===== src/rtl/multicore_pkg.sv =====
// Shared constants and types for cores that share one data memory.
// Arbiter state encoding and the pointer-wrap helper live here.
package multicore_pkg;

   localparam int CORES         = 4;
   localparam int MEM_PAGE_SIZE = 256;

   typedef enum logic [1:0] {
      ARB,
      MEM,
      RESP
   } arb_state_t;

   function automatic int wrap_inc(input int idx, input int n);
      return (idx + 1 >= n) ? 0 : idx + 1;
   endfunction

endpackage


===== src/rtl/mem_arbiter_rr_picker.sv =====
// Round-robin find-first-set: searches req from ptr upward, wrapping to 0.
// Purely combinational; emits one-hot grant, winner index and any-request flag.
module rr_picker
   import multicore_pkg::*;
#(
   parameter int N  = CORES,
   parameter int IW = (N > 1) ? $clog2(N) : 1
) (
   input  logic [N-1:0]  req_i,
   input  logic [IW-1:0] ptr_i,
   output logic [N-1:0]  gnt_o,
   output logic [IW-1:0] idx_o,
   output logic          any_o
);

   logic [IW-1:0] cand;

   always_comb begin
      gnt_o = '0;
      idx_o = '0;
      any_o = 1'b0;
      cand  = '0;
      for (int k = 0; k < N; k++) begin
         cand = IW'((int'(ptr_i) + k) % N);
         if (!any_o && req_i[cand]) begin
            any_o       = 1'b1;
            idx_o       = cand;
            gnt_o[cand] = 1'b1;
         end
      end
   end

endmodule


===== src/rtl/mem_arbiter.sv =====
// Round-robin arbiter sharing one single-port RAM between NUM_CORES cores.
// Writes: ARB->MEM (2 cycles); reads: ARB->MEM->RESP (3 cycles); all outputs registered.
module mem_arbiter
   import multicore_pkg::*;
#(
   parameter int NUM_CORES = CORES,
   parameter int ADDR_W    = $clog2(MEM_PAGE_SIZE),
   parameter int DATA_W    = 8
) (
   input  logic                        clk,
   input  logic                        reset,
   input  logic [NUM_CORES-1:0]        req,
   input  logic [NUM_CORES-1:0]        we,
   input  logic [NUM_CORES*ADDR_W-1:0] addr,
   input  logic [NUM_CORES*DATA_W-1:0] wdata,
   output logic [NUM_CORES-1:0]        gnt,
   output logic [NUM_CORES-1:0]        rvalid,
   output logic [DATA_W-1:0]           rdata,
   output logic                        mem_en,
   output logic                        mem_we,
   output logic [ADDR_W-1:0]           mem_addr,
   output logic [DATA_W-1:0]           mem_wdata,
   input  logic [DATA_W-1:0]           mem_rdata,
   output logic                        busy,
   output logic [15:0]                 access_count
);

   localparam int IW = (NUM_CORES > 1) ? $clog2(NUM_CORES) : 1;

   arb_state_t           state_q;
   logic [IW-1:0]        ptr_q, ptr_d, win_q, pick_idx;
   logic [NUM_CORES-1:0] pick_gnt, win_oh_q, gnt_q, rvalid_q;
   logic                 pick_any;
   logic [DATA_W-1:0]    rdata_q, mem_wdata_q;
   logic                 mem_en_q, mem_we_q, busy_q;
   logic [ADDR_W-1:0]    mem_addr_q;
   logic [15:0]          cnt_q, cnt_d;
   logic [ADDR_W-1:0]    addr_a  [NUM_CORES];
   logic [DATA_W-1:0]    wdata_a [NUM_CORES];

   for (genvar i = 0; i < NUM_CORES; i++) begin : g_unpack
      assign addr_a[i]  = addr[i*ADDR_W +: ADDR_W];
      assign wdata_a[i] = wdata[i*DATA_W +: DATA_W];
   end

   rr_picker #(
      .N  (NUM_CORES),
      .IW (IW)
   ) u_picker (
      .req_i (req),
      .ptr_i (ptr_q),
      .gnt_o (pick_gnt),
      .idx_o (pick_idx),
      .any_o (pick_any)
   );

   assign ptr_d = IW'(wrap_inc(int'(win_q), NUM_CORES));
   assign cnt_d = (cnt_q == 16'hFFFF) ? cnt_q : cnt_q + 16'd1;

   // The mem_* registers double as the latched request of the winning core.
   always_ff @(posedge clk) begin
      if (reset) begin
         state_q     <= ARB;
         ptr_q       <= '0;
         win_q       <= '0;
         win_oh_q    <= '0;
         gnt_q       <= '0;
         rvalid_q    <= '0;
         rdata_q     <= '0;
         mem_en_q    <= 1'b0;
         mem_we_q    <= 1'b0;
         mem_addr_q  <= '0;
         mem_wdata_q <= '0;
         busy_q      <= 1'b0;
         cnt_q       <= '0;
      end else begin
         gnt_q    <= '0;
         rvalid_q <= '0;
         mem_en_q <= 1'b0;
         mem_we_q <= 1'b0;
         case (state_q)
            ARB: begin
               if (pick_any) begin
                  win_q       <= pick_idx;
                  win_oh_q    <= pick_gnt;
                  gnt_q       <= pick_gnt;
                  mem_en_q    <= 1'b1;
                  mem_we_q    <= we[pick_idx];
                  mem_addr_q  <= addr_a[pick_idx];
                  mem_wdata_q <= wdata_a[pick_idx];
                  busy_q      <= 1'b1;
                  state_q     <= MEM;
               end
            end
            MEM: begin
               if (mem_we_q) begin
                  ptr_q   <= ptr_d;
                  cnt_q   <= cnt_d;
                  busy_q  <= 1'b0;
                  state_q <= ARB;
               end else begin
                  state_q <= RESP;
               end
            end
            RESP: begin
               rdata_q  <= mem_rdata;
               rvalid_q <= win_oh_q;
               ptr_q    <= ptr_d;
               cnt_q    <= cnt_d;
               busy_q   <= 1'b0;
               state_q  <= ARB;
            end
            default: state_q <= ARB;
         endcase
      end
   end

   assign gnt          = gnt_q;
   assign rvalid       = rvalid_q;
   assign rdata        = rdata_q;
   assign mem_en       = mem_en_q;
   assign mem_we       = mem_we_q;
   assign mem_addr     = mem_addr_q;
   assign mem_wdata    = mem_wdata_q;
   assign busy         = busy_q;
   assign access_count = cnt_q;

endmodule


===== config.mk =====
export PLATFORM = sky130hd
export DESIGN_NAME = mem_arbiter
export DESIGN_NICKNAME = d
export VERILOG_FILES = /design/src/rtl/multicore_pkg.sv /design/src/rtl/mem_arbiter_rr_picker.sv /design/src/rtl/mem_arbiter.sv
export SDC_FILE = /design/constraint.sdc
export NUM_CORES = 1
export LEC_CHECK = 0
export BUFFER_PORTS_ARGS = -buffer_cell sky130_fd_sc_hd__buf_2
export CELL_PAD_IN_SITES_DETAIL_PLACEMENT = 1
export CELL_PAD_IN_SITES_GLOBAL_PLACEMENT = 1
export CORE_ASPECT_RATIO = 1.1
export CORE_MARGIN = 8
export CORE_UTILIZATION = 25
export DETAILED_ROUTE_END_ITERATION = 6
export GPL_TIMING_DRIVEN = 0
export PLACE_DENSITY = 0.61
export SYNTH_ARGS = -nofsm -noshare
export SYNTH_HDL_FRONTEND = slang
export SYNTH_SLANG_ARGS = --single-unit

===== constraint.sdc =====
create_clock -name clk -period 3.6 [get_ports clk]
set_clock_uncertainty 0.15 [all_clocks]
set_input_delay 0.72 -clock clk [delete_from_list [all_inputs] [get_ports clk]]
set_output_delay 0.72 -clock clk [all_outputs]
set_load 0.02 [all_outputs]

==> impl_metrics.env, run 1 <==
export IMPL_outcome="finished clean"
export IMPL_finalSetupViolations=0
export IMPL_dpl_hpwl_um=9401
export IMPL_grt_antenna_before_repair=0
export IMPL_synth_async_sr_flop_share_pct=0
export IMPL_synth_adder_area_share_pct=4.029
export IMPL_yosys_warnings=0
export IMPL_timing_critical_path_slowest_cell_delay_ps=550
export IMPL_cts_buffers=9
export IMPL_area_growth_syn_to_layout_pct=36.08
export IMPL_synthSimpleGateAreaFrac_pct=17.44
export IMPL_power_density_nw_per_um2=478.1
export IMPL_clkSinkCount=61
export IMPL_rsz_0062_raised_after_global_routing="no"
export IMPL_dieWidth_um=127.5
export IMPL_synthesis_nets=471
export IMPL_clock_insertion_delay_worst_skew_ps=330
export IMPL_number_of_nets_in_the_layout=615
export IMPL_cp_capture_type="flip-flop"
export IMPL_cts_max_level=3
export IMPL_worst_path_max_fanout=10
export IMPL_filler_cell_count=1627
export IMPL_grt_first_pass_wirelength_um=19110
export IMPL_finalCritPeriodShare_pct=96.23
export IMPL_critical_path_startpoint_type="flip-flop"
export IMPL_drc=0
export IMPL_final_instance_count_excl_fill=715
export IMPL_totalNegativeSetupSlack_ps=0
export IMPL_via_per_inst=4.613
export IMPL_dr_total_vias=3298
export IMPL_start_util_pct=25.17
export IMPL_wl_um=11780
export IMPL_timing_critical_path_mode_cell="sky130_fd_sc_hd__buf_6"
export IMPL_postSynthCellCount=378
export IMPL_timing_critical_path_cells="buf_6, clkbuf_4, inv_1, ha_1, buf_6, mux4_2, o21ba_2, nor3_1, or3_1, buf_2, buf_6, a211o_1, o211ai_2"
export IMPL_cts_hold_buffers=0
export IMPL_die_area_um2=17660
export IMPL_pre_cts_ws_ps=-116.8
export IMPL_synth_enable_flop_cells=0
export IMPL_worstPathBufferInverterCount=6
export IMPL_antennaDiodeCount=0
export IMPL_synth_area_um2=3416
export IMPL_yosys_register_bits=61
export IMPL_timing_critical_path_required_ps=3710
export IMPL_cap_viol_max_count=0
export IMPL_grt_pass1_vias=3743
export IMPL_maximum_number_of_pins_on_one_net_before_global_route_repair=12
export IMPL_synth_lib_cells_used_distinct=48
export IMPL_overflow=0
export IMPL_numPortBuffers=131
export IMPL_gp_congestion=0.7397
export IMPL_finalHoldViolCount=0
export IMPL_finalCoreUtilization_pct=34.26
export IMPL_fmax_mhz=288.7
export IMPL_hold_path_class="flip-flop to flip-flop"
export IMPL_core_rowCount=45
export IMPL_power_ir_vdd_worst_uv=203.6
export IMPL_number_of_ports_placed_on_the_die_boundary=133
export IMPL_worst_path_top_cell_family_by_delay="buffers and inverters"
export IMPL_route_antenna_remaining_nets=0
export IMPL_crit_arrival_ps=3570
export IMPL_synth_area_per_cell_um2=9.036
export IMPL_maxSlewViolCount=0
export IMPL_totalPowerFinal_mw=2.223
export IMPL_critical_path_class="flip-flop to flip-flop"
export IMPL_layout_drive_gt1_share_pct=36.62
export IMPL_timing_worst_slew_pin_value_ps=896.5
export IMPL_cts_tree="yes"
export IMPL_mux_share_of_post_synthesis_cell_area_pct=11.50
export IMPL_placed_cells=697
export IMPL_dominantRegCellSynth="sky130_fd_sc_hd__dfxtp_1"
export IMPL_post_synthesis_compound_gate_area_fraction_pct=21.36
export IMPL_synth_seq_area_share_pct=35.75
export IMPL_first_pass_iters=4
export IMPL_path_clk_slew_ps=50
export IMPL_drt_first_iter_violations=81
export IMPL_crit_slowest_cell="sky130_fd_sc_hd__mux4_2"
export IMPL_postLayoutSetupSlackWorst_ps=135.7
export IMPL_total_leakage_power_nw=2.056
export IMPL_synth_top_family_by_area="compound AO/OA/AOI/OAI gates"
export IMPL_clock_path_buffers=2
export IMPL_cts_root_buf="sky130_fd_sc_hd__clkbuf_16"
export IMPL_dieHeight_um=138.6
export IMPL_slew_limit_headroom_pct=39.29
export IMPL_final_min_clock_period_ps=3464
export IMPL_avgRoutedWirePerCell_um=16.47
export IMPL_synth_xor_xnor_area_share_pct=2.821
export IMPL_core_area_um2=13570
export IMPL_gr_usage_all_layers_pct=13.49
==> state kept, by name, indices dropped and copies added, names as in the netlist, 2 cells and up <==
signal and count:
access_count 16, mem_addr 8, mem_wdata 8, rdata 8, gnt 4, rvalid 4, win_oh_q 4, ptr_q 2
state_q 2, win_q 2
==> cells by family after synthesis <==
kind of cell | count (synthesis)
DFF | 61
and+or+nand+nor | 118
muxes | 34
buffers and inverters | 52
xor gates and xnor gates | 11
adders and majority gates | 11
AOI/OAI and AO/OA | 91
==> cell usage after synthesis, types with 6 or more instances <==
master,n,area share [%]
sky130_fd_sc_hd__nor3_1,6,0.88
sky130_fd_sc_hd__o21ai_0,7,1.0
sky130_fd_sc_hd__inv_1,25,2.7
sky130_fd_sc_hd__ha_1,11,4.0
sky130_fd_sc_hd__nor3b_1,7,1.5
sky130_fd_sc_hd__xnor2_1,10,2.6
sky130_fd_sc_hd__and2_1,6,1.1
sky130_fd_sc_hd__or3_1,6,1.1
sky130_fd_sc_hd__mux2i_1,28,8.2
sky130_fd_sc_hd__o211ai_1,6,1.3
sky130_fd_sc_hd__a22oi_1,6,1.3
sky130_fd_sc_hd__dfxtp_1,61,36
sky130_fd_sc_hd__nand2_1,30,3.3
sky130_fd_sc_hd__a211oi_1,15,3.3
sky130_fd_sc_hd__buf_2,8,1.2
sky130_fd_sc_hd__clkbuf_1,13,1.4
sky130_fd_sc_hd__a21oi_1,10,1.5
sky130_fd_sc_hd__nor2_1,34,3.7
sky130_fd_sc_hd__a211o_1,16,4.1
sky130_fd_sc_hd__o211ai_2,9,3.3
==> power by group <==
part / leakage, nW / total [mW] / internal [mW] / switching, mW
Combinational: 1.41 / 0.558 / 0.239 / 0.320
Sequential: 0.498 / 0.782 / 0.741 / 0.0411
Clock: 0.146 / 0.882 / 0.556 / 0.326
==> routing by layer <==
| layer | wire, µm | global-route usage (%) | part of all wire [%] |
|---|---|---|---|
| met1 | 4813 | 14.34 | 41 |
| met2 | 5817 | 23.68 | 49 |
| met3 | 997 | 5.308 | 8.5 |
| met4 | 149 | 4.639 | 1.3 |
| met5 | 0 | 0 | 0 |
==> layout by cell type, fill, tap and decap left out, types with 10 or more instances in the layout <==
cell	n
sky130_fd_sc_hd__buf_2	138
sky130_fd_sc_hd__dfxtp_1	60
sky130_fd_sc_hd__nor2_1	34
sky130_fd_sc_hd__nand2_1	30
sky130_fd_sc_hd__mux2i_1	28
sky130_fd_sc_hd__inv_1	25
sky130_fd_sc_hd__a211o_1	16
sky130_fd_sc_hd__a211oi_1	15
sky130_fd_sc_hd__clkbuf_1	13
sky130_fd_sc_hd__ha_1	11
sky130_fd_sc_hd__a21oi_1	10
sky130_fd_sc_hd__xnor2_1	10
==> worst paths after layout <==
path | from | to | slack, ps | cells past startpoint
worst min register to register | win_oh_q[3] | win_oh_q[3] | 300 | 1
worst max-delay path | ptr_q[0] | mem_addr[4] | 140 | 13
worst min-delay path | win_oh_q[3] | win_oh_q[3] | 300 | 1
worst max register to register | ptr_q[0] | mem_addr[4] | 140 | 13
==> worst reg2reg max path: cells and delay by family, from the launching register on <==
| family | cells | cell delay, ps |
|---|---|---|
| buffers and inverters | 6 | 920 |
| and+or+nand+nor | 2 | 440 |
| muxes | 1 | 560 |
| DFF | 1 | 370 |
| AOI/OAI and AO/OA | 3 | 650 |
| adders and majority gates | 1 | 310 |
==> layout make-up <==
class	instances	area, µm²	area share (%)
clock inverter	5	60.06	1.292
sequential	61	1222	26.30
inverter	25	93.84	2.019
timing repair buffer	133	670.6	14.43
multi-input combinational	265	1969	42.37
tap	188	235.2	5.061
buffer	27	153.9	3.311
clock buffer	11	242.7	5.222
==> stage by stage <==
stage          hold WS [ps]  area [µm²]
5_1_grt               324.9        4648
3_3_place_gp          280.5        4307
6_report              299.3        4648
2_1_floorplan         267.7        3416
4_1_cts               302.0        4638
3_5_place_dp          287.6        4307
==> what timing repair did <==
action	in CTS	in global routing
gates resized for setup	2	7
endpoints found under the setup margin	13	15
setup buffers	2	0
pin swaps	0	0
Power figures use the tool's default switching activity.
==> inputs of run 2 (changes only) <==
--- a/config.mk
+++ b/config.mk
@@ -12,7 +12,7 @@
 export CORE_MARGIN = 8
 export CORE_UTILIZATION = 25
 export DETAILED_ROUTE_END_ITERATION = 6
-export GPL_TIMING_DRIVEN = 0
+export GPL_TIMING_DRIVEN = 1
 export PLACE_DENSITY = 0.61
 export SYNTH_ARGS = -nofsm -noshare
 export SYNTH_HDL_FRONTEND = slang
==> impl_metrics.env, run 2 (same netlist as run 1, synthesis figures left out) <==
export IMPL_core_area_um2=13570
export IMPL_dieHeight_um=138.6
export IMPL_dr_total_vias=3294
export IMPL_outcome="finished clean"
export IMPL_grt_pass1_vias=3725
export IMPL_start_util_pct=25.17
export IMPL_drc=0
export IMPL_cts_hold_buffers=0
export IMPL_slew_limit_headroom_pct=41.83
export IMPL_wl_um=11430
export IMPL_avgRoutedWirePerCell_um=16.40
export IMPL_min_from="win_oh_q[3]"
export IMPL_via_per_inst=4.726
export IMPL_hold_path_class="flip-flop to flip-flop"
export IMPL_first_pass_iters=4
export IMPL_r2r_start="ptr_q[0]"
export IMPL_power_switching_share_pct=31.27
export IMPL_multiInputGateArea_um2=1956
export IMPL_rrSetupSlack_ps=370
export IMPL_rsz_0062_raised_after_global_routing="no"
export IMPL_ctsResizeCount=0
export IMPL_grt_first_pass_wirelength_um=19120
export IMPL_gr_usage_all_layers_pct=13.29
export IMPL_path_clk_slew_ps=60
export IMPL_mostFrequentLayoutCells="sky130_fd_sc_hd__buf_2, sky130_fd_sc_hd__dfxtp_1, sky130_fd_sc_hd__nor2_1"
export IMPL_worstSetupStartpoint="ptr_q[0]"
export IMPL_placed_cells=681
export IMPL_totalPowerFinal_mw=2.184
export IMPL_core_rowCount=45
export IMPL_combPwrFrac_pct=24.5
export IMPL_finalCritPeriodShare_pct=89.79
export IMPL_final_min_clock_period_ps=3232
export IMPL_regArea_um2=1221
export IMPL_numPortBuffers=132
export IMPL_cap_viol_max_count=0
export IMPL_crit_arrival_ps=3330
export IMPL_power_density_nw_per_um2=480.8
export IMPL_finalHoldViolCount=0
export IMPL_final_instance_count_excl_fill=697
export IMPL_worst_path_max_fanout=15
export IMPL_number_of_nets_in_the_layout=597
export IMPL_critical_path_startpoint_type="flip-flop"
export IMPL_dieWidth_um=127.5
export IMPL_cts_tree="yes"
export IMPL_cts_buffers=9
export IMPL_p_sw_uw=682.9
export IMPL_layout_drive_gt1_share_pct=36.35
export IMPL_number_of_ports_placed_on_the_die_boundary=133
export IMPL_clock_path_buffers=2
export IMPL_grt_antenna_before_repair=0
export IMPL_pwr_share_clk_pct=39.7
export IMPL_cts_max_level=3
export IMPL_largest_register_ff_count=16
export IMPL_dpl_hpwl_um=8961
export IMPL_post_cts_buffers=0
export IMPL_timing_critical_path_required_ps=3700
export IMPL_gp_congestion=0.7770
export IMPL_power_ir_vdd_worst_uv=214.6
export IMPL_maxSlewViolCount=0
export IMPL_cell_internal_pwr_mw=1.501
export IMPL_critical_path_class="flip-flop to flip-flop"
export IMPL_route_antenna_remaining_nets=0
export IMPL_die_area_um2=17660
export IMPL_total_leakage_power_nw=2.012
export IMPL_cts_root_buf="sky130_fd_sc_hd__clkbuf_16"
export IMPL_clock_insertion_delay_worst_skew_ps=320
export IMPL_clkSinkCount=61
export IMPL_antennaDiodeCount=0
export IMPL_drt_first_iter_violations=119
export IMPL_overflow=0
export IMPL_timing_worst_slew_pin_value_ps=859.0
export IMPL_fmax_mhz=309.4
export IMPL_finalSetupViolations=0
export IMPL_filler_cell_count=1634
export IMPL_maximum_number_of_pins_on_one_net_before_global_route_repair=32
export IMPL_power_share_sequential_pct=35.8
export IMPL_area_growth_syn_to_layout_pct=32.97
export IMPL_cp_capture_type="flip-flop"
export IMPL_totalNegativeSetupSlack_ps=0
export IMPL_final_common_cell="sky130_fd_sc_hd__buf_2"
run 2: cell count changes in the layout (fill, tap and decap cells not counted), moves of 2 or more:
| cell | delta |
|---|---|
| sky130_fd_sc_hd__clkbuf_1 | -13 |
| sky130_fd_sc_hd__buf_4 | +8 |
| sky130_fd_sc_hd__buf_2 | -6 |
| sky130_fd_sc_hd__buf_6 | -5 |
| sky130_fd_sc_hd__a21oi_2 | +2 |
| sky130_fd_sc_hd__clkbuf_2 | -2 |
| sky130_fd_sc_hd__clkinvlp_4 | +2 |
run 2: power groups by stage:
stage                     Sequential [mW]  Combinational, mW  Clock [mW]
after floorplan                     0.853              0.298           0
after global placement              0.796              0.531           0
after detailed placement            0.794              0.541           0
after CTS                           0.782              0.544       0.891
after global routing                0.790              0.586       0.928
final                               0.781              0.535       0.868
run 2: critical path: stages (launching register included):
cell                       delay [ps]
sky130_fd_sc_hd__dfxtp_1          330
sky130_fd_sc_hd__inv_1            100
sky130_fd_sc_hd__ha_1             490
sky130_fd_sc_hd__mux4_2           630
sky130_fd_sc_hd__o21ba_1          280
sky130_fd_sc_hd__nor3_1            70
sky130_fd_sc_hd__or3_1            620
sky130_fd_sc_hd__a211o_1          370
sky130_fd_sc_hd__o211ai_1          90
run 2: area by class of cell:
| cell class | count | area share (%) |
|---|---|---|
| multi-input combinational | 265 | 43.06 |
| sequential | 61 | 26.89 |
| timing repair buffer | 142 | 16.20 |
| tap | 188 | 5.179 |
| clock buffer | 9 | 4.959 |
| inverter | 25 | 2.066 |
| clock inverter | 7 | 1.653 |
run 2: metal layers:
layer	global-route usage, %	routed length (µm)	up-vias
li1	-	-	1609
met4	4.639	184	0
met5	0	0	-
met3	5.385	1051	12
met1	15.00	4823	1555
met2	22.11	5375	118
run 2: per-stage QoR:
stage	instance area [µm²]	hold WS (ps)	util, %	setup slack, ps
final	4542	292.7	33.47	367.7
after global routing	4542	311.5	33.47	191.1
after CTS	4542	296.1	33.47	364.0
after detailed placement	4242	283.2	31.26	379.7
after global placement	4242	277.2	31.26	460.0
after floorplan	3416	267.7	-	378.7
run 2: worst paths after layout:
path / end / cells past startpoint
worst min register to register: win_oh_q[3] / 1
worst max-delay path: mem_wdata[2] / 8
worst min-delay path: win_oh_q[3] / 1
worst max register to register: mem_wdata[2] / 8
==> inputs of run 3 (changes only) <==
--- a/config.mk
+++ b/config.mk
@@ -13,7 +13,7 @@
 export CORE_UTILIZATION = 25
 export DETAILED_ROUTE_END_ITERATION = 6
 export GPL_TIMING_DRIVEN = 1
-export PLACE_DENSITY = 0.61
+export PLACE_DENSITY = 0.67
 export SYNTH_ARGS = -nofsm -noshare
 export SYNTH_HDL_FRONTEND = slang
 export SYNTH_SLANG_ARGS = --single-unit
==> impl_metrics.env, run 3 (same netlist as run 1, synthesis figures left out) <==
export IMPL_final_min_clock_period_ps=3221
export IMPL_path_clk_slew_ps=50
export IMPL_mostFrequentLayoutCells="sky130_fd_sc_hd__buf_2, sky130_fd_sc_hd__dfxtp_1, sky130_fd_sc_hd__nor2_1"
export IMPL_min_from="win_oh_q[1]"
export IMPL_cts_max_level=3
export IMPL_worst_min_delay_path_endpoint="win_oh_q[1]"
export IMPL_dpl_hpwl_um=9409
export IMPL_hold_path_class="flip-flop to flip-flop"
export IMPL_dr_total_vias=3313
export IMPL_met2_usage_pct=23.65
export IMPL_number_of_ports_placed_on_the_die_boundary=133
export IMPL_cts_hold_buffers=0
export IMPL_critical_path_class="flip-flop to flip-flop"
export IMPL_wl_um=11640
export IMPL_outcome="finished clean"
export IMPL_finalSetupViolations=0
export IMPL_power_ir_vdd_worst_uv=177.0
export IMPL_area_growth_syn_to_layout_pct=33.59
export IMPL_gr_usage_all_layers_pct=13.43
export IMPL_gp_congestion=0.7728
export IMPL_largest_register_ff_count=16
export IMPL_number_of_nets_in_the_layout=597
export IMPL_timing_critical_path_required_ps=3700
export IMPL_maximum_number_of_pins_on_one_net_before_global_route_repair=32
export IMPL_pre_cts_ws_ps=401.3
export IMPL_drc=0
export IMPL_postLayoutSetupSlackWorst_ps=379.3
export IMPL_core_area_um2=13570
export IMPL_cp_capture_type="flip-flop"
export IMPL_first_pass_iters=4
export IMPL_layout_drive_gt1_share_pct=36.15
export IMPL_dieWidth_um=127.5
export IMPL_die_area_um2=17660
export IMPL_maxSlewViolCount=0
export IMPL_cts_root_buf="sky130_fd_sc_hd__clkbuf_16"
export IMPL_cts_tree="yes"
export IMPL_clock_insertion_delay_worst_skew_ps=330
export IMPL_rsz_0062_raised_after_global_routing="no"
export IMPL_avgRoutedWirePerCell_um=16.69
export IMPL_ctsResizeCount=0
export IMPL_cap_viol_max_count=0
export IMPL_final_common_cell="sky130_fd_sc_hd__buf_2"
export IMPL_via_per_inst=4.753
export IMPL_numPortBuffers=132
export IMPL_drt_first_iter_violations=120
export IMPL_antennaDiodeCount=0
export IMPL_timing_worst_slew_pin_value_ps=974.4
export IMPL_clkSinkCount=61
export IMPL_clock_path_buffers=2
export IMPL_fmax_mhz=310.5
export IMPL_critical_path_startpoint_type="flip-flop"
export IMPL_use_met1_pct=14.23
export IMPL_totalNegativeSetupSlack_ps=0
export IMPL_finalHoldViolCount=0
export IMPL_power_density_nw_per_um2=493.8
export IMPL_dieHeight_um=138.6
export IMPL_rrSetupSlack_ps=380
export IMPL_r2r_end="mem_wdata[2]"
export IMPL_r2r_start="ptr_q[0]"
export IMPL_post_cts_buffers=0
export IMPL_start_util_pct=25.17
export IMPL_worst_r2r_cell_count=8
export IMPL_slew_limit_headroom_pct=34.01
export IMPL_finalCritPeriodShare_pct=89.46
export IMPL_total_leakage_power_nw=2.032
export IMPL_met3_global_route_usage_pct=5.769
export IMPL_worst_path_max_fanout=15
export IMPL_grt_antenna_before_repair=1
export IMPL_core_rowCount=45
export IMPL_overflow=0
export IMPL_filler_cell_count=1621
export IMPL_route_antenna_remaining_nets=0
export IMPL_grt_pass1_vias=3726
export IMPL_grt_first_pass_wirelength_um=19100
export IMPL_holdPathStages=1
export IMPL_crit_arrival_ps=3330
export IMPL_layer_carrying_the_most_global_route_usage="met2"
export IMPL_cts_buffers=9
## run 3: layout make-up
| cell class | instances | area [µm²] | area share (%) |
|---|---|---|---|
| clock buffers | 10 | 239.0 | 5.237 |
| multi-input cells | 265 | 1952 | 42.77 |
| well taps | 188 | 235.2 | 5.155 |
| repair buffers | 142 | 735.7 | 16.12 |
| inverters | 25 | 93.84 | 2.056 |
| flip-flops and latches | 61 | 1221 | 26.76 |
| clock inverters | 6 | 86.33 | 1.892 |
## run 3: through the flow
step                      power (mW)  std cells  instance area [µm²]  util [%]  hold slack (ps)
after floorplan                1.152        378                 3416         -            267.7
after global placement         1.316        681                 4238     31.23            278.0
after detailed placement       1.335        681                 4238     31.23            285.2
after CTS                      2.294        697                 4563     33.63            299.0
after global routing           2.377        697                 4563     33.63            324.2
final                          2.253        697                 4563     33.63            296.7
## run 3: critical path, cell delays in order (launching register included)
cell and delay, ps:
sky130_fd_sc_hd__dfxtp_1 320, sky130_fd_sc_hd__inv_1 100, sky130_fd_sc_hd__ha_1 490, sky130_fd_sc_hd__mux4_2 640, sky130_fd_sc_hd__o21ba_1 280, sky130_fd_sc_hd__nor3_1 70, sky130_fd_sc_hd__or3_1 620, sky130_fd_sc_hd__a211o_1 380
sky130_fd_sc_hd__o211ai_1 90
## run 3: per-layer routing
metal	wire, µm	share of wire [%]	vias up
li1	-	-	1605
met1	4817	41	1562
met2	5706	49	132
met3	985	8.5	12
met4	113	0.97	2
met5	13	0.11	-
## run 3: worst max path at each step
| stage | start | to |
|---|---|---|
| finish | ptr_q[0] | mem_wdata[2] |
| global route | ptr_q[0] | mem_wdata[2] |
| CTS | ptr_q[0] | mem_addr[0] |
| detailed placement | ptr_q[0] | mem_wdata[2] |
| global placement | ptr_q[0] | mem_wdata[2] |
| floorplan | ptr_q[0] | mem_addr[0] |
## run 3: where the power goes
group / switching (mW) / internal [mW] / leakage (nW) / total (mW)
combinational: 0.311 / 0.221 / 1.38 / 0.532
clock: 0.317 / 0.623 / 0.158 / 0.939
sequential: 0.0403 / 0.741 / 0.498 / 0.782
